===== src/rtl/i2c_cmd_sequencer.sv =====
// i2c_cmd_sequencer
//   Turns one register command (write one byte, or read N bytes) into the
//   byte-level handshake stream expected by the I2C interface model.
//   Write: {DEV,0}, REG, WDATA.  Read: {DEV,0}, REG, {DEV,1}, then LEN
//   receive bytes.
//
// Optional build macro: I2C_SEQ_WDOG_EN
//   Defined   -> per-wait-state watchdog of WDOG_CYC cycles; on expiry the
//                command aborts with DONE and ERR_TIMEOUT pulsed together.
//   Undefined -> no watchdog counter, ERR_TIMEOUT tied low, waits unbounded.
//
// Ports
//   CLK, RST_N          clock, asynchronous active-low reset
//   CMD_VALID/READY     command handshake (READY high only while idle)
//   CMD_RNW             1 = read, 0 = write
//   CMD_DEV_ADDR        7-bit device address
//   CMD_REG_ADDR        register address
//   CMD_WDATA           write data byte
//   CMD_LEN             read byte count (0 = address phase only)
//   RD_DATA/RD_VALID    captured read byte, one-cycle valid pulse
//   DONE                one-cycle pulse at command end (normal or abort)
//   BUSY                command in progress
//   ERR_TIMEOUT         one-cycle pulse with DONE on watchdog abort
//   TX_DATA/TX_WE       byte and write strobe to model DIN/WE_IN
//   TX_RDY              model RDY_IN
//   RX_DATA/RX_WE_N     model DOUT and its active-low write strobe
//   RX_REQ              model RDY_OUT (request next receive byte)
module i2c_cmd_sequencer #(
  parameter int LEN_W    = 4,
  parameter int WDOG_CYC = 4096,
  parameter int WDOG_W   = 16
) (
  input  logic             CLK,
  input  logic             RST_N,
  input  logic             CMD_VALID,
  output logic             CMD_READY,
  input  logic             CMD_RNW,
  input  logic [6:0]       CMD_DEV_ADDR,
  input  logic [7:0]       CMD_REG_ADDR,
  input  logic [7:0]       CMD_WDATA,
  input  logic [LEN_W-1:0] CMD_LEN,
  output logic [7:0]       RD_DATA,
  output logic             RD_VALID,
  output logic             DONE,
  output logic             BUSY,
  output logic             ERR_TIMEOUT,
  output logic [7:0]       TX_DATA,
  output logic             TX_WE,
  input  logic             TX_RDY,
  input  logic [7:0]       RX_DATA,
  input  logic             RX_WE_N,
  output logic             RX_REQ
);

  localparam logic [3:0] S_IDLE       = 4'd0;
  localparam logic [3:0] S_LOAD       = 4'd1;
  localparam logic [3:0] S_SEND       = 4'd2;
  localparam logic [3:0] S_WAIT_HI    = 4'd3;
  localparam logic [3:0] S_WAIT_LO    = 4'd4;
  localparam logic [3:0] S_NEXT       = 4'd5;
  localparam logic [3:0] S_RD_REQ     = 4'd6;
  localparam logic [3:0] S_RD_WAIT_HI = 4'd7;
  localparam logic [3:0] S_FINISH     = 4'd8;

  logic [3:0]       state_q, state_d;
  logic [1:0]       idx_q, idx_d;
  logic [LEN_W-1:0] rem_q, rem_d;
  logic             rnw_q, rnw_d;
  logic [6:0]       dev_q, dev_d;
  logic [7:0]       reg_q, reg_d;
  logic [7:0]       wdata_q, wdata_d;
  logic [7:0]       tx_data_q, tx_data_d;
  logic [7:0]       rd_data_q, rd_data_d;
  logic             rd_valid_q, rd_valid_d;
  logic             wdog_hit;
  logic             tmo_set;

  // Byte idx of the transmit phase; the third byte differs between read
  // (repeated-start address with R/W=1) and write (data byte).
  function automatic logic [7:0] byte_sel(input logic [1:0] idx,
                                          input logic       rnw,
                                          input logic [6:0] dev,
                                          input logic [7:0] reg_a,
                                          input logic [7:0] wd);
    logic [7:0] b;
    case (idx)
      2'd0:    b = {dev, 1'b0};
      2'd1:    b = reg_a;
      default: b = rnw ? {dev, 1'b1} : wd;
    endcase
    return b;
  endfunction

  always_comb begin
    state_d    = state_q;
    idx_d      = idx_q;
    rem_d      = rem_q;
    rnw_d      = rnw_q;
    dev_d      = dev_q;
    reg_d      = reg_q;
    wdata_d    = wdata_q;
    tx_data_d  = tx_data_q;
    rd_data_d  = rd_data_q;
    rd_valid_d = 1'b0;
    tmo_set    = 1'b0;
    case (state_q)
      S_IDLE: begin
        if (CMD_VALID) begin
          rnw_d   = CMD_RNW;
          dev_d   = CMD_DEV_ADDR;
          reg_d   = CMD_REG_ADDR;
          wdata_d = CMD_WDATA;
          rem_d   = CMD_LEN;
          idx_d   = 2'd0;
          state_d = S_LOAD;
        end
      end
      S_LOAD: begin
        tx_data_d = byte_sel(idx_q, rnw_q, dev_q, reg_q, wdata_q);
        state_d   = S_SEND;
      end
      S_SEND: state_d = S_WAIT_HI;
      S_WAIT_HI: begin
        if (TX_RDY) begin
          state_d = S_WAIT_LO;
        end else if (wdog_hit) begin
          state_d = S_FINISH;
          tmo_set = 1'b1;
        end
      end
      S_WAIT_LO: begin
        if (!TX_RDY) begin
          state_d = S_NEXT;
        end else if (wdog_hit) begin
          state_d = S_FINISH;
          tmo_set = 1'b1;
        end
      end
      S_NEXT: begin
        if (idx_q != 2'd2) begin
          idx_d   = idx_q + 2'd1;
          state_d = S_LOAD;
        end else if (rnw_q && (rem_q != '0)) begin
          state_d = S_RD_REQ;
        end else begin
          state_d = S_FINISH;
        end
      end
      S_RD_REQ: begin
        if (!RX_WE_N) begin
          rd_data_d  = RX_DATA;
          rd_valid_d = 1'b1;
          state_d    = S_RD_WAIT_HI;
        end else if (wdog_hit) begin
          state_d = S_FINISH;
          tmo_set = 1'b1;
        end
      end
      S_RD_WAIT_HI: begin
        if (RX_WE_N) begin
          rem_d   = rem_q - LEN_W'(1);
          state_d = (rem_q == LEN_W'(1)) ? S_FINISH : S_RD_REQ;
        end else if (wdog_hit) begin
          state_d = S_FINISH;
          tmo_set = 1'b1;
        end
      end
      S_FINISH: state_d = S_IDLE;
      default:  state_d = S_IDLE;
    endcase
  end

  always_ff @(posedge CLK or negedge RST_N) begin
    if (!RST_N) begin
      state_q    <= S_IDLE;
      idx_q      <= 2'd0;
      rem_q      <= '0;
      rnw_q      <= 1'b0;
      dev_q      <= 7'd0;
      reg_q      <= 8'd0;
      wdata_q    <= 8'd0;
      tx_data_q  <= 8'd0;
      rd_data_q  <= 8'd0;
      rd_valid_q <= 1'b0;
    end else begin
      state_q    <= state_d;
      idx_q      <= idx_d;
      rem_q      <= rem_d;
      rnw_q      <= rnw_d;
      dev_q      <= dev_d;
      reg_q      <= reg_d;
      wdata_q    <= wdata_d;
      tx_data_q  <= tx_data_d;
      rd_data_q  <= rd_data_d;
      rd_valid_q <= rd_valid_d;
    end
  end

`ifdef I2C_SEQ_WDOG_EN
  logic [WDOG_W-1:0] wdog_q, wdog_d;
  logic              tmo_q;
  logic              in_wait;

  assign in_wait = (state_q == S_WAIT_HI) || (state_q == S_WAIT_LO) ||
                   (state_q == S_RD_REQ)  || (state_q == S_RD_WAIT_HI);

  // Counter is 0 in the first cycle of a wait state, so expiry after
  // WDOG_CYC cycles there is detected when it holds WDOG_CYC-1.
  assign wdog_hit = in_wait && (wdog_q == WDOG_W'(WDOG_CYC - 1));

  always_comb begin
    wdog_d = '0;
    if (in_wait && (state_d == state_q)) wdog_d = wdog_q + WDOG_W'(1);
  end

  always_ff @(posedge CLK or negedge RST_N) begin
    if (!RST_N) begin
      wdog_q <= '0;
      tmo_q  <= 1'b0;
    end else begin
      wdog_q <= wdog_d;
      tmo_q  <= tmo_set;
    end
  end

  // tmo_q is only ever high in the FINISH cycle that follows an expiry.
  assign ERR_TIMEOUT = tmo_q;
`else
  logic unused_wdog;
  assign wdog_hit    = 1'b0;
  assign unused_wdog = ^{WDOG_W'(WDOG_CYC), tmo_set};
  assign ERR_TIMEOUT = 1'b0;
`endif

  // Strobes decode straight from state so each lasts exactly one state visit;
  // RX_REQ falls the cycle after RX_WE_N is seen low, well before it rises.
  assign CMD_READY = (state_q == S_IDLE);
  assign BUSY      = (state_q != S_IDLE);
  assign TX_WE     = (state_q == S_SEND);
  assign RX_REQ    = (state_q == S_RD_REQ);
  assign DONE      = (state_q == S_FINISH);
  assign TX_DATA   = tx_data_q;
  assign RD_DATA   = rd_data_q;
  assign RD_VALID  = rd_valid_q;

endmodule

===== config.mk =====
export PLATFORM = sky130hd
export DESIGN_NAME = i2c_cmd_sequencer
export DESIGN_NICKNAME = d
export VERILOG_FILES = /design/src/rtl/i2c_cmd_sequencer.sv
export SDC_FILE = /design/constraint.sdc
export NUM_CORES = 1
export LEC_CHECK = 0
export BUFFER_PORTS_ARGS = -buffer_cell sky130_fd_sc_hd__buf_4
export CAP_MARGIN = 15
export CORE_UTILIZATION = 53
export DETAILED_ROUTE_END_ITERATION = 12
export GPL_ROUTABILITY_DRIVEN = 0
export GPL_TIMING_DRIVEN = 0
export PLACE_DENSITY = 0.83
export SLEW_MARGIN = 25
export SYNTH_ARGS = -nofsm -noshare
export SYNTH_HDL_FRONTEND = slang
export SYNTH_SLANG_ARGS = --single-unit

===== constraint.sdc =====
create_clock -name CLK -period 1.93 [get_ports CLK]
set_input_delay 0.579 -clock CLK [delete_from_list [all_inputs] [get_ports CLK]]
set_output_delay 0.579 -clock CLK [all_outputs]
set_load 0.03 [all_outputs]

Word-level counts from Yosys, hierarchy flattened
Cells that the tools add are included.

operators by class
  add/sub/neg operators = 2
  equality and inequality tests = 17
  reductions and logical operators = 12
  bitwise operators = 1
  muxes and demuxes = 19

operators with widths
  kind                                                                number
  4-bit two-way mux                                                   10
  4-bit one-hot mux with 8 select lines                               1
  4-bit by 3-bit == test with 1-bit output, second input constant     4
  8-bit one-hot mux with 2 select lines                               1
  2-bit != test, second input constant                                7
  4-bit by 1-bit == test with 1-bit output, second input constant     2
  4-bit by 2-bit == test with 1-bit output, second input constant     2
  8-bit two-way mux                                                   1
  4-bit one-hot mux with 2 select lines                               1
  4-bit nonzero test                                                  2
  3-bit AND reduction                                                 2
  5-bit AND reduction                                                 1
  4-bit == test, second input constant                                1
  4-bit logical NOT                                                   1
  2-bit two-way mux                                                   2
  2-bit one-hot mux with 2 select lines                               1
  2-bit AND reduction                                                 2
  2-bit nonzero test                                                  2
  4-bit by 1-bit subtractor with 4-bit output, second input constant  1
  2-bit by 1-bit adder with 2-bit output, second input constant       1
  2-bit by 1-bit == test with 1-bit output, second input constant     1
  2-bit logical NOT                                                   1
  1-bit two-way mux                                                   2
  1-bit logical AND                                                   1
  1-bit inverter                                                      1

word-level totals
  output and inout bits = 23
  bits in registers = 51
  input port bits = 41

Longest topological paths before layout
Gate-level depths: netlist of run 1.

  depth in word-level cells = 5
  mapped depth = 7

Worst setup path before layout of run 1
No wires, ideal clock.

  path type = register -> output
  from = reg state_q[3]
  to = out DONE
  arrival time = 1.772 ns
  slack = -0.421 ns
  buffers on the path = 1
  required time = 1.351 ns
  stages on the path, launching flop included = 3
  cells stage by stage = dfrtp_1 -> buf_1 -> nor4b_1

on the way
  word-level cells in the longest chain between the ends = 1

RTL lines
  element                 RTL line  source
  start, declared         65        logic [3:0] state_q, state_d;
  start signal, assigned  186       state_q <= state_d;
  4-bit == test           241       assign DONE = (state_q == S_FINISH);
  end, declared           44        output logic DONE,

Every way passes these cells.

Worst setup path after layout of run 1
  from = reg state_q[0]
  to = out TX_WE

on the way
  word-level cells in the longest chain between the ends = 1

RTL lines
  element                                   RTL line  source
  4-bit by 2-bit == test with 1-bit output  239       assign TX_WE = (state_q == S_SEND);
  end, declared                             48        output logic TX_WE,

Every way passes these cells.

==> results of run 1 <==
-- layout make-up --
cell class	instances	area (µm²)
buffer	13	107.6
multi-input combinational	138	1175
fill	299	1112
tap	52	65.06
clock inverter	2	60.06
inverter	8	30.03
clock buffer	6	72.57
sequential	51	1277
timing repair buffer	75	574.3
-- cell families (layout without fill, tap and decap cells) --
family	after synthesis	count (layout)	share of synthesized area, %
adders and majority gates	6	6	2.957
and+or+nand+nor	44	44	11.09
other	1	1	0.1477
buffers and inverters	22	104	4.731
DFF	51	51	50.27
muxes	34	34	15.03
xor gates and xnor gates	1	1	0.3451
AOI/OAI and AO/OA	52	52	15.43
-- metal layers --
layer,track usage [%],vias to the layer above
li1,-,937
met1,30.43,955
met2,41.69,51
met3,4.641,9
met4,9.778,0
met5,0,-
-- power by group --
part	total, µW	leakage, µW	switching, µW	internal [µW]
sequential	1950	0.000608	346	1610
combinational	3150	0.000865	1660	1490
clock	858	0.0000654	340	518
-- sequential cells by signal, summed over array words and instances (netlist names) --
register,count
RD_DATA,8
rem_q,4
reg_q,8
dev_q,7
TX_DATA,8
RD_VALID,1
rnw_q,1
state_q,4
wdata_q,8
idx_q,2
-- worst min-delay path by stage --
| stage | slack [ns] | from | end |
|---|---|---|---|
| 2_1_floorplan | 0.28 | RST_N | RD_DATA[0] |
| 3_3_place_gp | 0.47 | RD_DATA[6] | RD_DATA[6] |
| 3_5_place_dp | 0.48 | TX_DATA[7] | TX_DATA[7] |
| 4_1_cts | 0.32 | RST_N | state_q[2] |
| 5_1_grt | 0.33 | RST_N | state_q[2] |
| 6_report | 0.29 | RST_N | state_q[2] |
-- critical path: stages (launching register included) --
cell	delay [ns]
dfrtp_2	0.45
buf_6	0.15
nand2b_4	0.17
nor3_2	0.12
buf_4	0.18
-- metrics by stage --
stage                     worst slack, ns  std cells  util [%]
final                            -0.03085        345     75.14
after CTS                        -0.04431        341     74.05
after floorplan                  -0.05112        211         -
after detailed placement          0.03306        325     68.85
after global placement            0.03956        325     68.85
after global routing             -0.07134        345     75.14
-- what timing repair did --
action	4_1_cts	5_1_grt
pin swaps	2	1
gates resized for setup	11	7
buffers inserted	9	4
endpoints found under the setup margin	5	13
gates cloned	0	0
-- layout by cell type (no fill, tap or decap), types with 5 or more instances in the layout --
master / instances
buf_4: 74
dfrtp_1: 50
mux2_2: 28
a22oi_1: 15
nor2_1: 12
buf_6: 8
inv_1: 7
a21oi_1: 7
o211ai_1: 7
o21a_1: 7
ha_1: 6
mux2_1: 5
clkbuf_8: 5
==> results.yml, run 1 <==
status:
  status: "finished, violations left"
  violations: "DRC, setup timing"
power:
  p_total_uw: 5955
  power.density_mw_per_mm2: 1771
  cellLeakagePower_uw: 0.001538
  peakVddDrop_v: 0.0008385
sta:
  period_minus_slack_ns: 1.961
  slew_viol_final: 0
  rsz0062_at_grt: "yes"
  fmax_mhz: 510.0
  fin_skew_ns: 0.006267
  worst_slack_ns: -0.03085
  hold_slack_ns: 0.2856
  worst_slew_pin_slew_ns: 0.6457
  relSlewSlack_pct: 56.96
  tns_ns: -0.03085
  fin_crit_sh_pct: 101.6
  setup_violations: 1
  hold_viol: 0
routing:
  viasPerCell: 5.658
  drc_errors: 2
  drt_iter0_markers: 129
  wl_per_cell_um: 16.49
  met2_length_um: 3026
  maxUsedRoutingLayer: "met4"
  dr_wl_met3_um: 199
  final_antenna_net_count: 0
  first_pass_iters: 9
  via_count: 1952
  wl_met1_um: 2382
  routed_wl_um: 5689
logic_synthesis:
  synthFlopType: "dfrtp_1"
  syn-num-nets: 258
  synth_top_cell_area_share_pct: 50.27
  yosysTopAreaCell: "dfrtp_1"
  syn-instance-count: 211
  yosysWarnings: 0
  synthTopCellsByCount: "51 x dfrtp_1, 28 x mux2_2, 15 x a22oi_1, 14 x nor2_1, 8 x inv_1"
  syn_avg_cell_area_um2: 12.03
  synth_most_common_cell: "dfrtp_1"
  synth-edff-count: 0
  async_reset_ff_share_pct: 100.0
  synth_seq_cells: 51
  seq_area_frac_synth_pct: 50.27
  synthesis.area_mm2: 0.002539
  netlist_top_cells_area: "dfrtp_1 50%, mux2_2 12%, a22oi_1 4.4%"
  synth_cell_type_count: 48
job:
  timing.max_cap.violations: 0
die:
  dieArea_mm2: 0.005071
  die_x_um: 71.21
  start_util_pct: 56.74
  core-area_mm2: 0.004474
  num_io_pins: 64
  rows: 24
  die_y_um: 71.21
setup_path:
  crit_fanout: 5
  endpoint: "TX_WE"
  cp.required_ns: 1.35
  timing.rr.start: "state_q[1]"
  timing.reg2reg.setup_slack_ns: 0.06
  critical_path_class: "reg -> out"
  crit_path_start: "state_q[0]"
  cp-end-kind: "primary output"
  timing.rr.end: "TX_DATA[7]"
  crit_path_start_kind: "flip-flop"
  ff2ff_path_depth: 6
  arrival_ns: 1.38
layout:
  area_growth_pct: 32.43
  insertedDiodeCount: 0
  drive_gt1_share_pct: 46.08
  final_area_mm2: 0.003362
  nNetsFinal: 339
grt:
  grt_first_pass_wirelength_um: 9466
  grt_pass1_vias: 1997
  track_usage_pct: 24.29
  grt_max_degree: 52
  grt-ovfl-total: 0
  antenna_found_initial: 0
clock_tree:
  cts_buffers: 5
  clkTransAtPathRegs_ns: 0.09
  htreeDepth: 2
  cts_root_buffer: "clkbuf_8"
  cts.sinks: 51
  hold_buffers: 0
  insertion_delay_ns: 0.30
  cts_tree: "yes"
  clockBufferDepth: 2
place:
  dpl.hpwl_um: 3795
  port_buffers: 62
  place_area_mm2: 0.003080
worst_hold_path:
  hp-class: "in -> async"
(Power assumes the default switching activity.)
==> run 2: changes to the inputs <==
Settings changed: CTS_BUF_LIST set to sky130_fd_sc_hd__clkbuf_16.
==> run 2 against run 1 <==
Effect of this change: sequential cell count unchanged; clock skew shrank 0.0010 ns; sequential share of layout area is 0.58 points lower; the run still ends with DRC, setup timing left; critical path type unchanged; critical path depth unchanged; clock power grew 29%; hold slack improved by 0.026 ns.
==> results.yml, run 2 (synthesis gave the netlist of run 1 again) <==
power:
  power.density_mw_per_mm2: 1818
  cellLeakagePower_uw: 0.001561
  peakVddDrop_v: 0.0008690
setup_path:
  cpMaxStageDelayCell: "dfrtp_2"
  path_buf_inv: 2
  max_stage_delay_ns: 0.45
  cp-end-kind: "primary output"
  crit_fanout: 5
  cp.required_ns: 1.35
  crit_path_start_kind: "flip-flop"
  path_cells: "buf_6 > nand2b_4 > nor3_2 > buf_4"
  critical_path_class: "reg -> out"
  arrival_ns: 1.35
  cp_top_family: "flip-flops"
layout:
  mostFrequentLayoutCell: "buf_4"
  area_growth_pct: 34.50
  final_area_mm2: 0.003415
  regArea_mm2: 0.001277
  fin_util_pct: 76.31
  nNetsFinal: 338
  final_cell_mix: "73 x buf_4, 50 x dfrtp_1, 28 x mux2_2, 15 x a22oi_1, 13 x nor2_1"
  drive_gt1_share_pct: 45.55
  insertedDiodeCount: 0
  num-fill-cells: 287
  stdcell_count: 344
  multi_input_area_mm2: 0.001179
sta:
  setup_violations: 1
  worst_slack_ns: -0.002472
  relSlewSlack_pct: 56.90
  worst_slew_pin_slew_ns: 0.6466
  period_minus_slack_ns: 1.932
  fmax_mhz: 517.5
  fin_crit_sh_pct: 100.1
  slew_viol_final: 0
  rsz0062_at_grt: "yes"
  hold_viol: 0
  fin_skew_ns: 0.005220
grt:
  track_usage_pct: 24.18
  grt_first_pass_wirelength_um: 9473
  antenna_found_initial: 0
  grt_max_degree: 52
  grt_pass1_vias: 2014
  grt-ovfl-total: 0
die:
  start_util_pct: 56.74
  die_y_um: 71.21
  rows: 24
  num_io_pins: 64
  core-area_mm2: 0.004474
  die_x_um: 71.21
  dieArea_mm2: 0.005071
routing:
  viasPerCell: 5.718
  final_antenna_net_count: 0
  wl_per_cell_um: 16.69
  via_count: 1967
  routed_wl_um: 5740
  first_pass_iters: 9
  drc_errors: 2
  drt_iter0_markers: 117
clock_tree:
  hold_buffers: 0
  clkTransAtPathRegs_ns: 0.06
  clockBufferDepth: 2
  cts_tree: "yes"
  cts_root_buffer: "clkbuf_16"
  insertion_delay_ns: 0.29
  cts_buffers: 5
  htreeDepth: 2
  cts.sinks: 51
place:
  dpl.hpwl_um: 3795
  port_buffers: 62
  dpl.cell_count: 325
  place_area_mm2: 0.003080
status:
  violations: "DRC, setup timing"
  status: "finished, violations left"
job:
  timing.max_cap.violations: 0
worst_hold_path:
  hp-class: "in -> async"
## run 2: worst paths after layout
path | start | to | slack, ns | cells past startpoint
min reg2reg | TX_DATA[5] | TX_DATA[5] | 0.49 | 1
max in group asynchronous | RST_N | state_q[0] | 1.14 | 1
min in group CLK | TX_DATA[5] | TX_DATA[5] | 0.49 | 1
max | state_q[0] | TX_WE | -0.002 | 4
min | RST_N | state_q[2] | 0.31 | 1
max reg2reg | state_q[1] | rem_q[3] | 0.11 | 5
## run 2: per-layer routing
metal	GRT usage, %	wire length (µm)	vias up
li1	-	-	937
met1	30.08	2376	980
met2	42.01	3111	45
met3	4.782	200	5
met4	8.889	51	0
met5	0	0	-
## run 2: timing repair
item / CTS / global route
setup buffers: 9 / 3
resized for setup: 9 / 9
endpoints found under the setup margin: 5 / 12
pin swaps: 2 / 1
## run 2: per-stage QoR
stage	TNS [ns]	hold WS, ns	power, µW	worst slack [ns]
2_1_floorplan	-0.08721	0.2834	3939	-0.05112
3_3_place_gp	0	0.4726	4670	0.03956
3_5_place_dp	0	0.4809	4768	0.03306
4_1_cts	-0.02251	0.3441	6104	-0.01647
5_1_grt	-0.06132	0.3582	6559	-0.03060
6_report	-0.002472	0.3115	6207	-0.002472
## run 2: final cells by class
| cell class | count | share of cell area (%) |
|---|---|---|
| Timing Repair Buffer | 74 | 16.49 |
| Multi-Input combinational cell | 138 | 34.52 |
| Tap cell | 52 | 1.905 |
| Clock buffer | 5 | 3.664 |
| Clock inverter | 3 | 1.869 |
| Inverter | 8 | 0.8794 |
| Buffer | 13 | 3.261 |
| Sequential cell | 51 | 37.41 |
## run 2: power by group
part	internal (µW)	total, µW	switching, µW
clock network	738	1110	373
logic	1480	3140	1660
registers	1610	1960	347
total	3820	6210	2380
==> run 3: changes to the inputs <==
Settings changed: CELL_PAD_IN_SITES_DETAIL_PLACEMENT set to 0, CELL_PAD_IN_SITES_GLOBAL_PLACEMENT set to 1, CORE_UTILIZATION 53 to 41, PLACE_DENSITY 0.83 to 0.81.
==> run 3 against run 2 <==
Effect of this change: the flow now finishes without violations; non-clock buffer count shrank 3; sequential power barely moved; total power is 4.3% lower; die area increased by 28%; sequential cell count is the same; largest cell class unchanged; largest power group unchanged.
==> results.yml, run 3 (synthesis gave the netlist of run 1 again) <==
status:
  status: "finished, final reports clean"
job:
  timing.max_cap.violations: 0
setup_path:
  arrival_ns: 1.33
  cp-end-kind: "primary output"
  timing.rr.start: "state_q[2]"
  timing.reg2reg.setup_slack_ns: 0.11
  cp.required_ns: 1.35
  critical_path_class: "reg -> out"
  crit_path_start: "state_q[2]"
  crit_path_start_kind: "flip-flop"
  crit_fanout: 10
sta:
  tns_ns: 0
  slew_viol_final: 0
  fin_crit_sh_pct: 98.82
  fmax_mhz: 524.3
  relSlewSlack_pct: 56.94
  setup_violations: 0
  rsz0062_at_grt: "yes"
  period_minus_slack_ns: 1.907
  worst_slew_pin_slew_ns: 0.6458
  fin_skew_ns: 0.002431
  hold_viol: 0
grt:
  grtUsageMet1_pct: 22.09
  grt_pass1_vias: 1931
  track_usage_pct: 18.07
  antenna_found_initial: 0
  grt_max_degree: 52
  grt_first_pass_wirelength_um: 8921
  grt-ovfl-total: 0
  grt.busiest_layer: "met2"
  grtUsageMet2_pct: 31.69
  grt_use_met3_pct: 3.295
clock_tree:
  insertion_delay_ns: 0.28
  cts_buffers: 5
  clockBufferDepth: 2
  cts.sinks: 51
  htreeDepth: 2
  cts_root_buffer: "clkbuf_16"
  cts_tree: "yes"
  clkTransAtPathRegs_ns: 0.06
die:
  rows: 28
  die_y_um: 80.69
  start_util_pct: 42.63
  die_x_um: 80.69
  core-area_mm2: 0.005956
  dieArea_mm2: 0.006511
  num_io_pins: 64
layout:
  drive_gt1_share_pct: 44.98
  nNetsFinal: 335
  area_growth_pct: 33.17
  insertedDiodeCount: 0
  final_cell_mix: "72 x buf_4, 51 x dfrtp_1, 28 x mux2_2, 15 x a22oi_1, 12 x nor2_1"
  mostFrequentLayoutCell: "buf_4"
  fin_util_pct: 56.76
routing:
  drc_errors: 0
  final_antenna_net_count: 0
  first_pass_iters: 4
  viasPerCell: 5.354
  wl_per_cell_um: 15.12
  routed_wl_um: 5503
  via_count: 1949
  drt_iter0_markers: 63
place:
  dpl.hpwl_um: 3810
  port_buffers: 62
power:
  peakVddDrop_v: 0.0008417
  power.density_mw_per_mm2: 1757
  p_total_uw: 5941
  clkPwrFrac_pct: 16.4
  pwr-share-comb_pct: 51.0
  sequentialPowerShare_pct: 32.6
  switching_share_pct: 38.80
  p_sw_uw: 2305
  cellLeakagePower_uw: 0.001529
  internal-power_uw: 3636
worst_hold_path:
  hp-class: "in -> async"
## run 3: power groups by stage
| stage | Clock (µW) | Combinational (µW) | Sequential, µW |
|---|---|---|---|
| finish | 974 | 3030 | 1940 |
| global route | 1040 | 3290 | 2010 |
| CTS | 995 | 2930 | 1940 |
| detailed placement | 0 | 2820 | 1960 |
| global placement | 0 | 2780 | 1930 |
| floorplan | 0 | 1720 | 2220 |
## run 3: stage by stage
| stage | worst slack [ns] | instances | hold slack [ns] | cell area [µm²] |
|---|---|---|---|---|
| after floorplan | -0.05112 | 211 | 0.2834 | 2550 |
| after global placement | 0.02211 | 348 | 0.4727 | 3109 |
| after detailed placement | 0.01027 | 348 | 0.4759 | 3109 |
| after CTS | -0.002447 | 360 | 0.3482 | 3326 |
| after global routing | -0.02789 | 364 | 0.3757 | 3381 |
| final | 0.02269 | 364 | 0.3157 | 3381 |
## run 3: worst paths after layout
check	cells past startpoint	to
setup / recovery	4	DONE
hold / removal	1	reg_q[0]
setup reg to reg	6	state_q[2]
hold reg to reg	1	RD_DATA[4]
max in group asynchronous	1	state_q[0]
min in group CLK	1	RD_DATA[4]
## run 3: what timing repair did
item	4_1_cts	5_1_grt
endpoints found under the setup margin	7	8
hold buffers	0	0
pin swaps	1	0
gates resized for setup	7	8
buffers inserted	5	4
## run 3: cell type report
cell class | count | area (µm²)
buffer | 13 | 111.4
clock buffer | 5 | 125.1
clock inverter | 3 | 38.79
fill | 521 | 2575
inverter | 8 | 30.03
multi-input combinational | 138 | 1172
sequential | 51 | 1276
tap | 75 | 93.84
timing repair buffer | 71 | 533.0
## run 3: worst max-delay path: stages, from the launching register on
cell and delay (ns):
dfrtp_1 0.38, buf_6 0.14, buf_8 0.14, nor4b_2 0.20, buf_4 0.19
## run 3: routing by layer
metal  part of all wire, %  up-vias
met5                     0        -
met3                   3.1        8
met4                   1.0        0
met2                    53       44
met1                    43      967
li1                      -      930
